**config.mk**
```make
export PLATFORM = sky130hd
export DESIGN_NAME = instruction_fetch_unit_flat
export DESIGN_NICKNAME = d
export VERILOG_FILES = /design/src/rtl/instruction_fetch_unit_if.sv /design/src/rtl/instruction_fetch_unit.sv /design/src/flat_wrapper.sv
export SDC_FILE = /design/constraint.sdc
export NUM_CORES = 1
export LEC_CHECK = 0
export CORE_MARGIN = 5
export CORE_UTILIZATION = 49
export DETAILED_ROUTE_END_ITERATION = 10
export PLACE_DENSITY_LB_ADDON = 0.15
export SETUP_SLACK_MARGIN = 0.3
export SLEW_MARGIN = 40
export SYNTH_ARGS = -nofsm -noshare
export SYNTH_HDL_FRONTEND = slang
export SYNTH_SLANG_ARGS = --single-unit
```
**constraint.sdc**
```tcl
create_clock -name clk -period 8.3 [get_ports clk]
set_input_delay 1.66 -clock clk [delete_from_list [all_inputs] [get_ports clk]]
set_output_delay 1.66 -clock clk [all_outputs]
set_load 0.01 [all_outputs]
```
**src/rtl/instruction_fetch_unit_if.sv**
```systemverilog
// Fetch-unit bus: instruction memory port, execute redirect and decode-side queue head.
// master = fetch unit, slave = surrounding pipeline / memory.
interface instruction_fetch_unit_if;
  logic [31:0] imem_addr;
  logic [31:0] imem_instruction;
  logic        redirect_valid;
  logic [31:0] redirect_pc;
  logic        out_valid;
  logic        out_ready;
  logic [31:0] out_instruction;
  logic [31:0] out_pc;
  logic        misalign_err;

  modport master (
    output imem_addr,
    input  imem_instruction,
    input  redirect_valid,
    input  redirect_pc,
    output out_valid,
    input  out_ready,
    output out_instruction,
    output out_pc,
    output misalign_err
  );

  modport slave (
    input  imem_addr,
    output imem_instruction,
    output redirect_valid,
    output redirect_pc,
    input  out_valid,
    output out_ready,
    input  out_instruction,
    input  out_pc,
    input  misalign_err
  );
endinterface

```
**src/rtl/instruction_fetch_unit.sv**
```systemverilog
// RV32I fetch stage: PC owner plus a DEPTH-entry {pc, instruction} queue toward decode.
// Optional FETCH_ALIGN_CHECK_EN: force-align redirect targets and flag misaligned ones.
module instruction_fetch_unit #(
  parameter logic [31:0] RESET_VECTOR = 32'h0000_0000,
  parameter int unsigned DEPTH        = 2
) (
  input logic                      clk,
  input logic                      rst_n,
  instruction_fetch_unit_if.master bus
);
  localparam int unsigned   PtrW      = $clog2(DEPTH);
  localparam logic [PtrW:0] CountFull = (PtrW + 1)'(DEPTH);
  localparam logic [PtrW:0] CountOne  = (PtrW + 1)'(1);
  localparam logic [PtrW-1:0] PtrOne  = PtrW'(1);

  logic [31:0]     pc_q, pc_d;
  logic [PtrW:0]   count_q, count_d;
  logic [PtrW-1:0] rd_q, wr_q;
  logic [31:0]     q_pc    [DEPTH];
  logic [31:0]     q_instr [DEPTH];
  logic            flush, push, pop;
  logic [31:0]     redirect_target;

  assign flush = bus.redirect_valid;
  assign pop   = (count_q != '0) & bus.out_ready & ~flush;
  // A full queue still accepts a new entry when the head leaves in the same cycle.
  assign push  = ~flush & ((count_q != CountFull) | pop);

`ifdef FETCH_ALIGN_CHECK_EN
  logic misalign_q;

  assign redirect_target = {bus.redirect_pc[31:2], 2'b00};

  always_ff @(posedge clk or negedge rst_n) begin
    if (!rst_n) begin
      misalign_q <= 1'b0;
    end else begin
      misalign_q <= flush & (bus.redirect_pc[1:0] != 2'b00);
    end
  end

  assign bus.misalign_err = misalign_q;
`else
  assign redirect_target  = bus.redirect_pc;
  assign bus.misalign_err = 1'b0;
`endif

  always_comb begin
    pc_d    = pc_q;
    count_d = count_q;
    if (flush) begin
      pc_d    = redirect_target;
      count_d = '0;
    end else begin
      if (push) begin
        pc_d = pc_q + 32'd4;
      end
      unique case ({push, pop})
        2'b10:   count_d = count_q + CountOne;
        2'b01:   count_d = count_q - CountOne;
        default: count_d = count_q;
      endcase
    end
  end

  always_ff @(posedge clk or negedge rst_n) begin
    if (!rst_n) begin
      pc_q    <= RESET_VECTOR;
      count_q <= '0;
      rd_q    <= '0;
      wr_q    <= '0;
    end else begin
      pc_q    <= pc_d;
      count_q <= count_d;
      if (flush) begin
        rd_q <= '0;
        wr_q <= '0;
      end else begin
        if (push) wr_q <= wr_q + PtrOne;
        if (pop)  rd_q <= rd_q + PtrOne;
      end
    end
  end

  // Payload storage needs no reset: entries are only observed once counted valid.
  always_ff @(posedge clk) begin
    if (push) begin
      q_pc[wr_q]    <= pc_q;
      q_instr[wr_q] <= bus.imem_instruction;
    end
  end

  assign bus.imem_addr       = pc_q;
  assign bus.out_valid       = (count_q != '0);
  assign bus.out_pc          = q_pc[rd_q];
  assign bus.out_instruction = q_instr[rd_q];
endmodule

```
**src/flat_wrapper.sv**
```systemverilog
// flat-port wrapper written by rule: the top's interface ports become plain ports
module instruction_fetch_unit_flat 
#(
  parameter logic [31:0] RESET_VECTOR = 32'h0000_0000,
  parameter int unsigned DEPTH        = 2
)
  (clk, rst_n, bus_imem_addr, bus_imem_instruction, bus_redirect_valid, bus_redirect_pc, bus_out_valid, bus_out_ready, bus_out_instruction, bus_out_pc, bus_misalign_err);
  instruction_fetch_unit_if bus_i ();
  input logic clk;
  input logic rst_n;
  output wire logic [$bits(bus_i.imem_addr)-1:0] bus_imem_addr;
  input wire logic [$bits(bus_i.imem_instruction)-1:0] bus_imem_instruction;
  input wire logic [$bits(bus_i.redirect_valid)-1:0] bus_redirect_valid;
  input wire logic [$bits(bus_i.redirect_pc)-1:0] bus_redirect_pc;
  output wire logic [$bits(bus_i.out_valid)-1:0] bus_out_valid;
  input wire logic [$bits(bus_i.out_ready)-1:0] bus_out_ready;
  output wire logic [$bits(bus_i.out_instruction)-1:0] bus_out_instruction;
  output wire logic [$bits(bus_i.out_pc)-1:0] bus_out_pc;
  output wire logic [$bits(bus_i.misalign_err)-1:0] bus_misalign_err;
  assign bus_imem_addr = bus_i.imem_addr;
  assign bus_i.imem_instruction = bus_imem_instruction;
  assign bus_i.redirect_valid = bus_redirect_valid;
  assign bus_i.redirect_pc = bus_redirect_pc;
  assign bus_out_valid = bus_i.out_valid;
  assign bus_i.out_ready = bus_out_ready;
  assign bus_out_instruction = bus_i.out_instruction;
  assign bus_out_pc = bus_i.out_pc;
  assign bus_misalign_err = bus_i.misalign_err;
  instruction_fetch_unit #(.RESET_VECTOR(RESET_VECTOR), .DEPTH(DEPTH)) u_core (.clk(clk), .rst_n(rst_n), .bus(bus_i));
endmodule
```
Yosys cells after proc, flatten, opt, wreduce, memory -nomap -nowiden
Memories as Yosys holds them, arrays and structs flattened. Cells that the tools add are included.

Add/subtract/negate cells: 5. Equal/unequal tests: 3. Muxes and demuxes: 10. Bitwise operators: 5. Reduce and logical (&&, ||, !) cells: 4.

Operator list (number): 32-bit 2-to-1 mux (2); 32-bit by 3-bit adder with 32-bit output, second input constant (1); 1-bit 2-to-1 mux (6); 2-bit nonzero test (3); 2-bit one-hot mux with 2 select lines (1); 1-bit bitwise AND (3); 3-bit nonzero test (1); 1-bit adder, second input constant (2); 2-bit by 1-bit adder with 2-bit output, second input constant (1); 2-bit by 1-bit == test with 1-bit output, second input constant (1); 2-bit == test, second input constant (1); 2-bit 2-to-1 mux (1); 2-bit inequality test, second input constant (1); 2-bit by 1-bit subtractor with 2-bit output, second input constant (1); 1-bit NOT (1); 1-bit bitwise OR (1).

Register bits after elaboration: 36. Bits in writable memories: 128. Bits of input ports: 68. Output and inout bits: 98. Logic and storage cells: 33. Memories kept: 2.

Memories: u_core.q_instr (words 2, bits a word 32, read ports 1, clocked after memory_dff 0, write ports 1, RTL line instruction_fetch_unit.sv:20) `logic [31:0] q_instr [DEPTH];`; u_core.q_pc (words 2, bits a word 32, read ports 1, clocked after memory_dff 0, write ports 1, RTL line instruction_fetch_unit.sv:19) `logic [31:0] q_pc [DEPTH];`.

Logic depth before layout (Yosys ltp)
Depth after elaboration: 8. Mapped depth: 8. Mapped depth without buffers: 6.

Least setup slack after synthesis
No wires, ideal clock.

Path type: input to register. From: in bus_out_ready. To: mem u_core.q_instr[0][0], enable pin. Arrival time: 6.429 ns. Data required time: 7.735 ns. Slack: 1.306 ns. Cell stages on the path: 4. Path through: nor2b_1 clkbuf_1 nor2_1 nor3_1.

Word-level cells in the longest chain between the ends: 6.

Ends and longest elaborated chain: start: declaration (RTL line flat_wrapper.sv:16) `input wire logic [$bits(bus_i.out_ready)-1:0] bus_out_ready;`; 1-bit bitwise AND (2 in a row) (RTL line instruction_fetch_unit.sv:25) `assign pop = (count_q != '0) & bus.out_ready & ~flush;`; 1-bit bitwise OR (RTL line instruction_fetch_unit.sv:27) `assign push = ~flush & ((count_q != CountFull) | pop);`; 1-bit bitwise AND (RTL line instruction_fetch_unit.sv:27); 1-bit 2-to-1 mux (RTL line instruction_fetch_unit.sv:87) `if (push) begin`; 1-bit 2-to-1 mux (implied by the code) (RTL line instruction_fetch_unit.sv:89) `q_instr[wr_q] <= bus.imem_instruction;`; end: declaration (RTL line instruction_fetch_unit.sv:20).

No other way between the ends.

Worst setup path after layout
From: reg u_core.rd_q. To: out bus_out_pc[17].

Word-level cells in the longest chain between the ends: 1.

Ends and longest elaborated chain: start: declaration (RTL line instruction_fetch_unit.sv:18) `logic [PtrW-1:0] rd_q, wr_q;`; start signal: assignment (RTL line instruction_fetch_unit.sv:80) `if (pop) rd_q <= rd_q + PtrOne;`; memory read 2 x 32 bit; end: declaration (RTL line flat_wrapper.sv:18) `output wire logic [$bits(bus_i.out_pc)-1:0] bus_out_pc;`.

No other way between the ends.

==> flow_summary.rst <==
.. list-table::
   :header-rows: 1

   * - Metric
     - Value
   * - Number of cells after detailed placement
     - a little under 800
   * - Launch point of the worst reg-to-reg path
     - u_core.count_q[0]$_DFFE_PN0P_
   * - Synth async-reset ratio
     - 0.2195
   * - Sum of overflow across all layers after global routing
     - 0
   * - Share of total power in sequential cells
     - 0.412
   * - Gr busiest metal
     - met2
   * - Total setup violations reported at the end of the flow
     - 0
   * - Post-DRT Antenna Nets
     - 0
   * - Die X-Extent
     - ~130 um
   * - Cell depth of the worst min-delay path
     - 0
   * - Fraction of layout cells with a size suffix above 1
     - 0.1746
   * - Post-route clock period utilization
     - 0.5123
   * - Detailed Place HPWL
     - ~10000 um
   * - Clock edge transition at the registers on the reported setup and hold paths
     - roughly 0.06 ns
   * - Fraction of the mapped netlist area in simple logic gates
     - 0.07868
   * - Cell internal power dissipation
     - about 2 mW
   * - Share of total power in the clock network
     - 0.312
   * - Share of total power consumed by net switching
     - 0.2623
   * - Total die area
     - roughly 16000 um2
   * - Yosys warning total
     - 0
   * - Final Routed Wirelength
     - 15020 um
   * - Complex-gate fraction of the synthesized area
     - 0.06483
   * - Net load switching power
     - slightly above 0.7 mW
   * - Xor and xnor fraction of the mapped netlist area
     - 0.01681
   * - RSZ-0062 raised after global routing
     - false
   * - Data required, critical path
     - 6.64 ns
   * - Overall Global Routing Usage
     - 0.1909
   * - DRC Markers
     - 0
   * - Worst setup skew after layout
     - 0.007579 ns
   * - Setup Fix Bufs, Post-CTS
     - 0
   * - CTS tree
     - done
   * - Source-to-sink clock delay at the later pin of the worst-skew pair
     - 0.42 ns
   * - Final cell area excluding filler cells
     - ~9300 um2
   * - Die Y-Extent
     - about 130 um
   * - Number of gates resized after cts
     - 0
   * - Placed standard-cell area
     - 8591 um2
   * - Slowest cell on the critical path
     - sky130_fd_sc_hd__buf_4
   * - Worst EP arrival
     - around 2.6 ns
   * - Endpoint of the worst hold-timing path
     - u_core.q_pc[0][0]$_DFFE_PP_
   * - Synthesized-area fraction occupied by adder cells
     - 0.005541
   * - Routed wire per std cell
     - roughly 19 um
   * - Area contributors post-synth
     - sky130_fd_sc_hd__edfxtp_1 (57%), sky130_fd_sc_hd__dfrtp_1 (13%), sky130_fd_sc_hd__mux2_2 (11%)
   * - Most instantiated library cell after synthesis
     - sky130_fd_sc_hd__edfxtp_1
   * - Total power consumption of the routed design
     - 2.756 mW
   * - Min cycle time layout
     - 4.252 ns
   * - Combinational family with the most area after synthesis
     - multiplexers
   * - First-pass GRT wire length
     - between 20000 and 25000 um
   * - Antenna fix cells
     - 0
   * - Maximum level of the CTS H-tree
     - 4
   * - Hold/Removal Path Class
     - reg -> reg
   * - Total vias in the final route
     - around 4400
   * - Startpoint of the tightest hold check path
     - u_core.bus.imem_addr[0]$_DFFE_PN0P_
   * - Number of optimization iterations in the first detailed-route pass
     - 4
   * - Least-Margin Pin Slew
     - just over 0.7 ns
   * - Critical-path cell list
     - buf_4 > mux2_2 > clkdlybuf4s50_1
   * - Area taken by flip-flops and latches
     - 4746 um2
   * - Relative contribution of combinational cells to total power
     - 0.276
   * - WHS
     - ~0.50 ns
   * - Seq cells post-synth
     - roughly 160
   * - Setup Slack @ Placement
     - roughly 3.6 ns
   * - Run status
     - finished clean
   * - Starting density of the core
     - 0.4938
   * - Final nets
     - 689
   * - Rel. slew slack
     - 0.5242
   * - Netlist Area Pre-Place
     - a little under 7000 um2
   * - Area of the placeable core
     - between 10000 and 15000 um2
   * - Met3 track demand over resource in global routing
     - 0.04724
   * - Post-synth top cells
     - sky130_fd_sc_hd__edfxtp_1 (128), sky130_fd_sc_hd__mux2_2 (66), sky130_fd_sc_hd__dfrtp_1 (36)
   * - Core occupancy in the finished layout
     - 0.6742
   * - Number of enable flip-flop cells after synthesis
     - between 100 and 150
   * - Share of synthesized area spent on multiplexers
     - 0.1112
   * - Met1 track demand over resource
     - 0.2531
   * - Initial antenna violation count
     - 0
   * - Count of input and output buffers
     - 164
   * - CTS Buf Count
     - 17
   * - Count of placed standard cells in the final layout, fillers left out
     - 810
   * - Type of the worst setup path
     - reg -> out
   * - Share of the synthesized area in the top cell type
     - 0.5674
   * - Largest stage delay on the critical path
     - 0.62 ns
   * - I/O pin total
     - roughly 170
   * - Register area share after synthesis
     - 0.7004
   * - Multi-input combinational cell area
     - approximately 1900 um2
   * - Number of distinct library cells after synthesis
     - 46
   * - Pin count of the biggest net entering global routing
     - 52
   * - TritonCTS Sinks
     - around 160
   * - Leakage power figure
     - between 3 and 4 nW
   * - Final TNS setup
     - 0 ns
   * - GR Layer Usage met2
     - 0.3063
   * - Filler cell count in the final layout
     - between 1000 and 1500
   * - Most used DFF post-synth
     - sky130_fd_sc_hd__edfxtp_1
   * - Yosys top cell by area
     - sky130_fd_sc_hd__edfxtp_1
   * - Max-Cap Viols
     - 0
   * - Peak clock frequency supported by timing
     - ~240 MHz
   * - Cell chosen for the clock root
     - sky130_fd_sc_hd__clkbuf_16
   * - Power density over the cells
     - just under 300 nW/um2
   * - Final worst setup slack
     - between 4 and 5 ns
   * - R2R setup slack
     - 5.72 ns
   * - Crit Path Max Fanout
     - just over 50
   * - Syn_area_per_cell
     - about 15 um2
   * - Endpoint of the lowest-slack register-to-register path
     - u_core.q_instr[1][8]$_DFFE_PP_
   * - Type of destination of the critical path
     - output pin
   * - Number of buffers inserted for hold repair after clock tree synthesis
     - 0
   * - Type of origin of the critical path
     - flip-flop
   * - Crit path from
     - u_core.rd_q$_DFFE_PN0P_
   * - DRC violation total after the first TritonRoute iteration
     - ~270
   * - Average via count per standard cell
     - ~5.4
   * - Longest Clk Path Bufs
     - 2
   * - Net count after synthesis
     - 523
   * - Gate count of the mapped netlist
     - ~450
   * - Vias in the first global route
     - 4549
   * - Post-synthesis to final-layout area growth
     - 36.55%
   * - Routability Congestion
     - between 0.8 and 0.9
   * - VDD IR-drop max
     - 0.1651 mV
   * - Max-slew violations
     - 0
   * - Final Hold Violating Endpoints
     - 0
   * - Core Rows
     - 43
   * - Worst-case reg-to-reg path depth
     - 6
## cells in the final DEF, fill, tap and decap left out, types with 6 or more instances in the layout
master,instances
sky130_fd_sc_hd__nor2_1,24
sky130_fd_sc_hd__mux2_2,66
sky130_fd_sc_hd__nand3_1,16
sky130_fd_sc_hd__o21ai_0,14
sky130_fd_sc_hd__a21oi_1,6
sky130_fd_sc_hd__a31oi_1,15
sky130_fd_sc_hd__inv_1,13
sky130_fd_sc_hd__edfxtp_1,128
sky130_fd_sc_hd__or4_1,12
sky130_fd_sc_hd__clkbuf_16,17
sky130_fd_sc_hd__xnor2_1,13
sky130_fd_sc_hd__dfrtp_1,35
sky130_fd_sc_hd__nand2_1,28
sky130_fd_sc_hd__o31ai_1,12
sky130_fd_sc_hd__clkdlybuf4s50_1,163
sky130_fd_sc_hd__buf_4,6
## area by class of cell
cell class                      count  area share
Clock buffer                       23     0.05275
Clock inverter                      8     0.01853
Multi-Input combinational cell    252      0.2044
Sequential cell                   164      0.5131
Inverter                           14    0.005681
Tap cell                          180     0.02435
Timing Repair Buffer              169      0.1813
## registers in the layout, indices dropped and copies added (netlist names)
signal and count:
u_core.q_pc 64, u_core.rd_q 1, u_core.wr_q 1, u_core.bus.imem_addr 32
u_core.q_instr 64, u_core.count_q 2
## critical path: cells and delay by family (launching register included)
| family | cells | cell delay, ns |
|---|---|---|
| mux | 1 | 0.41 |
| flops | 1 | 0.59 |
| buf+inv | 2 | 1.13 |
## power by group through the flow
stage / Clock [mW] / Combinational, mW / Sequential, mW
floorplan: 0 / 0.389 / 1.14
global placement: 0 / 0.762 / 1.14
detailed placement: 0 / 0.770 / 1.15
CTS: 0.877 / 0.775 / 1.14
global route: 0.920 / 0.822 / 1.15
finish: 0.861 / 0.761 / 1.13
## how the worst max path moves through the flow
stage	slack, ns	to
after floorplan	1.31	u_core.q_instr[0][0]$_DFFE_PP_
after global placement	3.66	u_core.q_pc[1][22]$_DFFE_PP_
after detailed placement	3.61	u_core.q_instr[1][2]$_DFFE_PP_
after CTS	4.00	bus_out_pc[17]
after global routing	3.93	bus_out_pc[19]
final	4.05	bus_out_pc[17]
## per-layer routing
metal  wire length, um  up-vias
met1              6363     2138
met4               318        0
met3               968       25
met2              7369      152
li1                  -     2071
met5                 0        -
## cell families after synthesis
family / Yosys count
mux: 67
flops: 164
xor+xnor: 13
compound gates: 66
other cells: 1
fa+ha+maj: 3
simple gates: 102
buf+inv: 36
(Power assumes the default switching activity.)
